File: src/rtl/instr_sequencer.sv
// instr_sequencer: fetches instruction words, decodes the opcode, starts one execution FSM and
// waits for its done before pulsing PC_inc. Define SEQ_WATCHDOG_EN to build the WAIT-state watchdog.
module instr_sequencer #(
   parameter int NUM_FSM        = 4,
   parameter int TIMEOUT_CYCLES = 64
) (
   input  logic               clk,
   input  logic               rst,
   input  logic               instr_valid,
   input  logic [15:0]        instr,
   output logic               instr_ready,
   output logic [NUM_FSM-1:0] fsm_start,
   input  logic [NUM_FSM-1:0] fsm_done,
   output logic               fsm_abort,
   output logic [11:0]        op_param,
   output logic               PC_inc,
   output logic               busy,
   output logic               halted,
   output logic               illegal,
   output logic               timeout_err
);
   localparam int IDXW = (NUM_FSM > 1) ? $clog2(NUM_FSM) : 1;

`ifdef SEQ_WATCHDOG_EN
   localparam bit WD_EN = 1'b1;
`else
   localparam bit WD_EN = 1'b0;
`endif

   typedef enum logic [2:0] {
      S_FETCH, S_DECODE, S_DISPATCH, S_WAIT, S_ABORT, S_ADVANCE, S_HALT
   } state_t;

   state_t          state_q, state_d;
   logic [11:0]     op_param_q, op_param_d;
   logic [3:0]      opcode_q, opcode_d;
   logic [IDXW-1:0] idx_q, idx_d;
   logic            illegal_q, illegal_d;
   logic            timeout_err_q, timeout_err_d;
   logic            done_sel;
   logic            op_exec;
   logic            wd_expired;

   assign done_sel = fsm_done[idx_q];
   assign op_exec  = (opcode_q != 4'd0) && ({28'd0, opcode_q} <= 32'(NUM_FSM));

`ifdef SEQ_WATCHDOG_EN
   logic [7:0] wd_cnt_q, wd_cnt_d;
   assign wd_expired = (wd_cnt_q == 8'(TIMEOUT_CYCLES - 1));

   always_ff @(posedge clk or negedge rst) begin
      if (!rst) begin
         wd_cnt_q <= '0;
      end else begin
         wd_cnt_q <= wd_cnt_d;
      end
   end

   always_comb begin
      wd_cnt_d = wd_cnt_q;
      if (state_q == S_DISPATCH) begin
         wd_cnt_d = '0;
      end else if (state_q == S_WAIT && !done_sel && !wd_expired) begin
         wd_cnt_d = wd_cnt_q + 8'd1;
      end
   end
`else
   assign wd_expired = 1'b0;
`endif

   // State register
   always_ff @(posedge clk or negedge rst) begin
      if (!rst) begin
         state_q       <= S_FETCH;
         op_param_q    <= '0;
         opcode_q      <= '0;
         idx_q         <= '0;
         illegal_q     <= 1'b0;
         timeout_err_q <= 1'b0;
      end else begin
         state_q       <= state_d;
         op_param_q    <= op_param_d;
         opcode_q      <= opcode_d;
         idx_q         <= idx_d;
         illegal_q     <= illegal_d;
         timeout_err_q <= timeout_err_d;
      end
   end

   // Next-state logic
   always_comb begin
      state_d       = state_q;
      op_param_d    = op_param_q;
      opcode_d      = opcode_q;
      idx_d         = idx_q;
      illegal_d     = illegal_q;
      timeout_err_d = timeout_err_q;
      case (state_q)
         S_FETCH: begin
            if (instr_valid) begin
               op_param_d = instr[11:0];
               opcode_d   = instr[15:12];
               state_d    = S_DECODE;
            end
         end
         S_DECODE: begin
            if (opcode_q == 4'hF) begin
               state_d = S_HALT;
            end else if (opcode_q == 4'd0) begin
               state_d = S_ADVANCE;
            end else if (op_exec) begin
               idx_d   = IDXW'(opcode_q - 4'd1);
               state_d = S_DISPATCH;
            end else begin
               illegal_d = 1'b1;
               state_d   = S_ADVANCE;
            end
         end
         S_DISPATCH: state_d = S_WAIT;
         S_WAIT: begin
            // done on the expiry cycle takes priority over the abort
            if (done_sel) begin
               state_d = S_ADVANCE;
            end else if (wd_expired) begin
               state_d = S_ABORT;
            end
         end
         S_ABORT: begin
            timeout_err_d = WD_EN;
            state_d       = S_ADVANCE;
         end
         S_ADVANCE: state_d = S_FETCH;
         S_HALT:    state_d = S_HALT;
         default:   state_d = S_FETCH;
      endcase
   end

   for (genvar gi = 0; gi < NUM_FSM; gi++) begin : g_start
      assign fsm_start[gi] = (state_q == S_DISPATCH) && (idx_q == IDXW'(gi));
   end

   // Output logic
   always_comb begin
      instr_ready = (state_q == S_FETCH);
      fsm_abort   = WD_EN && (state_q == S_ABORT);
      PC_inc      = (state_q == S_ADVANCE);
      busy        = (state_q != S_FETCH) && (state_q != S_HALT);
      halted      = (state_q == S_HALT);
      op_param    = op_param_q;
      illegal     = illegal_q;
      timeout_err = WD_EN && timeout_err_q;
   end

endmodule
File: config.mk
export PLATFORM = sky130hd
export DESIGN_NAME = instr_sequencer
export DESIGN_NICKNAME = d
export VERILOG_FILES = /design/src/rtl/instr_sequencer.sv
export SDC_FILE = /design/constraint.sdc
export NUM_CORES = 1
export LEC_CHECK = 0
export BUFFER_PORTS_ARGS = -buffer_cell sky130_fd_sc_hd__clkbuf_2
export CAP_MARGIN = 20
export CORE_MARGIN = 2
export CORE_UTILIZATION = 35
export DETAILED_ROUTE_END_ITERATION = 6
export SYNTH_ARGS = -nofsm -noshare
export SYNTH_HDL_FRONTEND = slang
export SYNTH_SLANG_ARGS = --single-unit
File: constraint.sdc
create_clock -name clk -period 2.69 [get_ports clk]
set_clock_uncertainty 0.15 [all_clocks]
set_input_delay 0.1345 -clock clk [delete_from_list [all_inputs] [get_ports clk]]
set_output_delay 0.1345 -clock clk [all_outputs]
set_load 0.02 [all_outputs]
# Word level (Yosys, flattened, before mapping)
# Index checks and enable logic that the tools add are counted.
[totals] reg_bits=22 latch_bits=0 ramBits=0 romBits=0 input_bits=23 elab_cells=47 memories=0
[op_classes] addsub=1 multipliers=0 n_div=0 n_lt_le_gt_ge=2 eq_ne=13 shifts=0 n_mux=8 bitwise_logic=3 n_reduce_logical=15
[op_table] cell="3-bit one-hot mux with 6 select lines" n=1
[op_table] cell="3-bit two-way mux" n=5
[op_table] cell="3-bit == test, second input constant" n=3
[op_table] cell="4-bit AND reduction" n=2
[op_table] cell="3-bit by 2-bit == test with 1-bit output, second input constant" n=2
[op_table] cell="1-bit logical AND" n=6
[op_table] cell="2-bit == test, second input constant" n=2
[op_table] cell="4-bit == test, second input constant" n=1
[op_table] cell="4-bit by 3-bit <= comparator with 1-bit output, second input constant" n=1
[op_table] cell="4-bit logical NOT" n=1
[op_table] cell="2-bit inequality test, second input constant" n=2
[op_table] cell="2-bit AND reduction" n=2
[op_table] cell="4-bit nonzero test" n=1
[op_table] cell="3-bit by 1-bit == test with 1-bit output, second input constant" n=1
[op_table] cell="3-bit logical NOT" n=1
[op_table] cell="2-bit by 3-bit less-than comparator with 1-bit output, second input constant" n=1
[op_table] cell="3-bit inequality test, second input constant" n=1
[op_table] cell="1-bit NOT" n=3
[op_table] cell="3-bit nonzero test" n=1
[op_table] cell="1-bit binary-select mux with 2-bit select" n=1
[op_table] cell="2-bit by 1-bit == test with 1-bit output, second input constant" n=1
[op_table] cell="2-bit logical NOT" n=1
[op_table] cell="2-bit by 1-bit subtractor with 2-bit output, second input constant" n=1
[op_table] cell="1-bit two-way mux" n=1

# Logic depth before layout (Yosys ltp)
# Gate-level depths: netlist (run 1).
[logic_depth] ltp_word=6 ltp_mapped=6 mapped_depth_nobuf=5

# Worst setup path before layout (run 1)
# Ideal clock, no wire load.
[synth_timing] kind="reg-to-reg" startpoint="register state_q[1]" endpoint="register op_param_q[0], in the netlist op_param[0]" setup_ns=0.125 t_arrival_ns=1.538 slack_ns=0.877 stages_incl_launch_ff=7 synth_period_minus_slack_ns=1.813 cell_sequence="dfrtp_1 buf_6 nor3_4 and2_4 buf_8 buf_12 mux2_4"
[synth_between] elab_chain_len=2
[synth_lines] item="from (decl)" line="34" source="state_t state_q, state_d;"
[synth_lines] item="from (signal assigned)" line="81" source="state_q <= state_d;"
[synth_lines] item="3-bit logical NOT"
[synth_lines] item="named net instr_ready" line="11" source="output logic instr_ready,"
[synth_lines] item="2-bit AND reduction (no line)"
[synth_lines] item="to (signal assigned)" line="82" source="op_param_q <= op_param_d;"
[synth_lines] item="to (decl)" line="35" source="logic [11:0] op_param_q, op_param_d;"
# The timed path passes the listed nets, and every way through them passes these cells.
# A chain may end at the register's enable or synchronous reset.

# Final worst setup path (run 1)
[layout_timing] startpoint="register state_q[1]" endpoint="output fsm_start[1]"
[layout_between] elab_chain_len=2
[layout_lines] item="3-bit by 2-bit == test with 1-bit output" line="139" source="assign fsm_start[gi] = (state_q == S_DISPATCH) && (idx_q == IDXW'(gi));"
[layout_lines] item="1-bit logical AND" line="139"
[layout_lines] item="to (decl)" line="12" source="output logic [NUM_FSM-1:0] fsm_start,"
# No other way between the ends.

==> results of run 1 <==
worst paths after layout:
check / start / end / cells after the start
max in group asynchronous: rst / state_q[1]$_DFFE_PN0P_ / 2
min: instr_valid / state_q[0]$_DFFE_PN0P_ / 3
max: state_q[1]$_DFFE_PN0P_ / fsm_start[1] / 4
max reg2reg: state_q[1]$_DFFE_PN0P_ / opcode_q[0]$_DFFE_PN0P_ / 4
min reg2reg: illegal$_DFFE_PN0P_ / illegal$_DFFE_PN0P_ / 1
min in group asynchronous: rst / op_param[3]$_DFFE_PN0P_ / 2
layer usage:
layer / share of wire, % / GRT usage (%) / vias up / wire, um
met3: 5.6 / 2.345 / 2 / 126
met5: 0 / 0 / - / 0
met4: 0.98 / 4.658 / 0 / 22
met1: 42 / 16.44 / 412 / 935
met2: 52 / 24.27 / 31 / 1155
li1: - / - / 425 / -
report_power, final:
part           internal (W)  switching, W
logic              0.000404      0.000425
registers          0.000491      0.000159
clock network     0.0000827     0.0000972
total              0.000978      0.000682
synthesized netlist by cell type (all sizes together), types with 2 or more instances:
master,count,area share [%]
nand2,5,1.7
ha,2,2.2
mux2,15,18
nand3,3,1.3
nor2,5,1.7
inv,5,1.7
nor3b,5,4.8
dfrtp,22,49
o21ai,5,2.2
buf,6,6.1
flip-flops by register name (all words and copies together) (netlist names):
signal	count
state_q	3
op_param	12
illegal	1
idx_q	2
opcode_q	4
metrics by stage:
step / total power (W) / instances / setup slack [ns] / hold WS (ns)
after global placement: 0.001444 / 170 / 0.9911 / -0.009913
after floorplan: 0.001284 / 89 / 0.8771 / -0.3111
after global routing: 0.001783 / 193 / 0.5529 / 0.04252
final: 0.001659 / 193 / 0.7414 / 0.01992
after detailed placement: 0.001468 / 170 / 0.9550 / -0.001875
after CTS: 0.001680 / 193 / 0.7277 / 0.01180
final cells by class:
type	instances	area, um^2	share of cell area, %
sequential	22	550.5	35.23
multi-input combinational	56	496.7	31.79
timing repair buffer	62	405.4	25.94
tap	44	55.05	3.523
clock buffer	4	36.28	2.322
inverter	5	18.77	1.201
worst max-delay path: stages (launching register included):
cell,delay (ns)
dfrtp_1,0.55
nor3b_1,0.41
nand2_1,0.12
nor2_1,0.10
clkbuf_2,0.17
repair_timing:
| action | CTS | global route |
|---|---|---|
| hold buffers | 19 | 0 |
| hold endpoints to repair | 38 | 0 |
| setup endpoints to repair | 0 | 0 |
cell families (layout without fill, tap and decap cells):
kind of cell	count (synthesis)	count (layout)
AOI/OAI and AO/OA	11	11
buffers and inverters	11	71
and+or+nand+nor	23	23
muxes	17	17
xor gates and xnor gates	1	1
adders and majority gates	2	2
other	1	2
DFF	22	22
cells in the final DEF (no fill, tap or decap), drive strengths merged:
master,instances
clkbuf,47
dfrtp,22
dlygate4sd3,19
mux2,15
inv,5
nand2,5
nor2,5
o21ai,5
nor3b,5
nand3,3
ha,2
conb,2
nor3,1
or2b,1
nand3b,1
a21oi,1
o21bai,1
and2,1
xor2,1
mux4,1
a22o,1
o2111ai,1
o311ai,1
nand4,1
o211ai,1
mux2i,1
==> metrics.cfg, run 1 <==
[outcome]
status=complete, no violations

[sta]
fmax_mhz=513.2
tns_ns=0
setup_viol=0
finalCritPeriodShare_pct=72.44
rsz0062_at_grt=no
tightest_slew_ns=0.5332
slew_violations=0
post-route-min-period_ns=1.949
hold_viol=0
relSlewSlack_pct=64.45

[detailed_routing]
vias_per_cell=4.508
drtIter0Drc=17
num_vias=870
ant_nets=0
wl_per_cell_um=11.61
dr.pass1.iters=3
drc=0
drt_wl_total_um=2240

[logic_synthesis]
syn_avg_cell_area_um2=12.85
synthCells=88
synthMuxAreaShare_pct=20.46
synth_top_family_by_area=multiplexers
synth_seq_cells=22
synth_cell_type_count=32
synthArstFlopShare_pct=100.0
synth_adder_area_share_pct=2.212
synth_edf_count=0
synthXorXnorAreaFrac_pct=0.7743
syn_area_mm2=0.001131
ys_seq_area_share_pct=48.67
ys_warn_count=0
synth-compound-area-share_pct=6.305
yosys_most_used_dff=dfrtp_1
synthSimpleGateAreaFrac_pct=13.50

[pwr]
p_per_area_mw_per_mm2=1062
ir_drop_mv=0.4834
power.leakage_nw=0.7397

[final_layout]
nets=175
fin_util_pct=51.19
drive_gt1_share_pct=44.30
syn_to_final_growth_pct=38.16
antenna_cells=0
finalInstanceArea_mm2=0.001563
num-fill-cells=295

[grt]
grt_usage_pct=13.58
overflow=0
grt_pass1_wl_um=3691
antenna_found_initial=0
grt_start_max_net_pins=23
grt_pass1_vias=846

[placed_design]
dp.final_hpwl_um=1596
portBuffers=43
gp_congestion=0.7138
place_area_mm2=0.001336

[floorplan]
pin_count=46
rows=20
fp.dieW_um=60.85
die_h_um=60.85
floorplan.initialDensity_pct=37.05
core_area_mm2=0.003053
dieArea_mm2=0.003702

[clocking]
clk_pin_slew_ns=0.11
clock_path_buffers=2
cts_sinks=22
cts_tree=yes
clockRootBuffer=clkbuf_4
cts_resized=0
cts.repair_timing.setup_buffer_count=0
cts_buffers=3
h-tree-depth=1
clk_latency_ns=0.30

[worst_hold_path]
min_path_type=in2reg

[setup_path]
required_ns=2.41
end_kind=output port
rrSetupSlack_ns=0.94
startpoint_type=flop
crit_arrival_ns=1.66
path_class=reg2out
crit_fanout=10

[flow_run]
maxCapViolCount=0

Note: power is estimated with default switching activity, not from simulation.
==> run 2: changes to the inputs <==
==> constraint.sdc (replaced) <==
create_clock -name clk -period 1.95 [get_ports clk]
set_clock_uncertainty 0.15 [all_clocks]
set_input_delay 0.0975 -clock clk [delete_from_list [all_inputs] [get_ports clk]]
set_output_delay 0.0975 -clock clk [all_outputs]
set_load 0.02 [all_outputs]
==> metrics.cfg, run 2 (synthesis results as in run 1) <==
[outcome]
status=complete, no violations

[setup_path]
critPathSlowestCell=dfrtp_1
startpoint_type=flop
required_ns=1.70  ; -0.71 ns
path_class=reg2out
crit_arrival_ns=1.53  ; -0.13 ns
crit_fanout=10  ; unchanged
cp_slowest_stage_delay_ns=0.55  ; about the same
rrSetupSlack_ns=0.18  ; -0.76 ns
end_kind=output port
path_cells=nor3b_2 > nand2_1 > nor2_1 > clkbuf_2

[grt]
grt_usage_pct=13.83  ; +0.25 points
grt_pass1_vias=923  ; +9.1%
grt_pass1_wl_um=3857  ; +4.5%
antenna_found_initial=0  ; unchanged
overflow=0  ; unchanged
grt_start_max_net_pins=23  ; unchanged

[clocking]
cts_sinks=22  ; unchanged
cts_buffers=3  ; unchanged
clock_path_buffers=2  ; unchanged
cts_tree=yes
clockRootBuffer=clkbuf_4
clk_pin_slew_ns=0.12  ; about the same
clk_latency_ns=0.30  ; about the same
cts.repair_timing.setup_buffer_count=0  ; unchanged
h-tree-depth=1  ; unchanged

[pwr]
ir_drop_mv=0.7950  ; +64%
p_sw_share_pct=40.93  ; -0.15 points
internal_power_w=0.001365  ; +40%
power.leakage_nw=0.7507  ; +1.5%
p_sw_w=0.0009458  ; +39%
clock_power_share_pct=10.8  ; about the same
comb_power_share_pct=50.2  ; +0.2 points
p_per_area_mw_per_mm2=1458  ; +37%
seqPwrFrac_pct=39.0  ; -0.2 points

[final_layout]
drive_gt1_share_pct=45.03  ; +0.74 points
finalNonFillerCells=195  ; +1.0%
num-fill-cells=297  ; +0.68%
layout_common_cells=clkbuf_2, dfrtp_1, dlygate4sd3_1, mux2_4, mux2_2
final_common_cell=clkbuf_2
finalInstanceArea_mm2=0.001585  ; +1.4%
regArea_um2=550.5  ; unchanged
syn_to_final_growth_pct=40.15
fin_util_pct=51.93  ; +0.74 points
antenna_cells=0  ; unchanged
largest_reg_flops=12  ; unchanged
multiInputGateArea_um2=501.7  ; +1.0%
nets=177  ; +1.1%

[detailed_routing]
drc=0  ; unchanged
num_vias=877  ; +0.80%
dr.pass1.iters=4  ; +1
drt_wl_total_um=2316  ; +3.4%
ant_nets=0  ; unchanged
drtIter0Drc=11  ; -6
vias_per_cell=4.497  ; -0.23%
wl_per_cell_um=11.88  ; +2.3%

[floorplan]
rows=20  ; unchanged
die_h_um=60.85  ; unchanged
fp.dieW_um=60.85  ; unchanged
core_area_mm2=0.003053  ; unchanged
dieArea_mm2=0.003702  ; unchanged
pin_count=46  ; unchanged
floorplan.initialDensity_pct=37.05  ; unchanged

[sta]
setup_viol=0  ; unchanged
fmax_mhz=562.3
tightest_slew_ns=0.5391  ; +0.005912 ns
hold_viol=0  ; unchanged
relSlewSlack_pct=64.06  ; -0.39 points
tns_ns=0  ; unchanged
slew_violations=0  ; unchanged
finalCritPeriodShare_pct=91.20
post-route-min-period_ns=1.778
rsz0062_at_grt=no

[placed_design]
place_area_mm2=0.001344  ; +0.56%
gp_congestion=0.7215  ; +1.1%
placed_cells=171  ; +0.59%
portBuffers=43  ; unchanged
dp.final_hpwl_um=1554  ; -2.6%

[worst_hold_path]
min_path_type=in2async

[flow_run]
maxCapViolCount=0  ; unchanged

## run 2: cell types whose count changed in the layout (fill, tap and decap cells not counted)
cell,delta
buf_4,+1
dlygate4sd3_1,+1
nor3b_1,-1
nor3b_2,+1
## run 2: worst paths after layout
| path | start | to | cells past startpoint |
|---|---|---|---|
| max | state_q[1]$_DFFE_PN0P_ | fsm_start[3] | 4 |
| min | rst | op_param[6]$_DFFE_PN0P_ | 2 |
| max reg2reg | state_q[1]$_DFFE_PN0P_ | opcode_q[0]$_DFFE_PN0P_ | 4 |
| min reg2reg | illegal$_DFFE_PN0P_ | illegal$_DFFE_PN0P_ | 1 |
| max in group asynchronous | rst | illegal$_DFFE_PN0P_ | 2 |
| min in group clk | fsm_done[2] | state_q[2]$_DFFE_PN0P_ | 4 |
## run 2: layout make-up
cell class	count	share of cell area, %
sequential	22	34.73
multi-input combinational	56	31.65
timing repair buffer	64	26.68
tap	44	3.473
clock buffer	4	2.289
inverter	5	1.184
## run 2: power by group through the flow
stage	sequential (W)	combinational [W]	clock [W]
global placement	0.000893	0.00111	0
finish	0.000902	0.00116	0.000248
detailed placement	0.000902	0.00113	0
floorplan	0.000998	0.000774	0
CTS	0.000899	0.00117	0.000259
global route	0.000946	0.00126	0.000277
## run 2: metrics by stage
step | setup slack [ns] | total power (W) | hold slack [ns]
global placement | 0.2574 | 0.002008 | -0.04797
detailed placement | 0.2056 | 0.002032 | -0.03882
floorplan | 0.1371 | 0.001772 | -0.3481
finish | 0.1716 | 0.002311 | 0.1513
global route | 0.004702 | 0.002488 | 0.1860
CTS | 0.01482 | 0.002327 | 0.1490
## run 2: critical path: cells and delay by family, from the launching register on
family | cells | cell delay (ns)
simple gates | 3 | 0.50
flops | 1 | 0.55
buf+inv | 1 | 0.17
## run 2: timing repair
item,4_1_cts,5_1_grt
hold buffers,20,0
setup endpoints to repair,0,4
endpoints found under the hold margin,39,0
resized for setup,0,1
## run 2: per-layer routing
layer	vias to the layer above	wire length, um	GRT usage [%]
met1	415	916	16.80
met2	33	1239	25.81
met4	0	8	2.795
met5	-	0	0
met3	2	152	2.132
li1	427	-	-
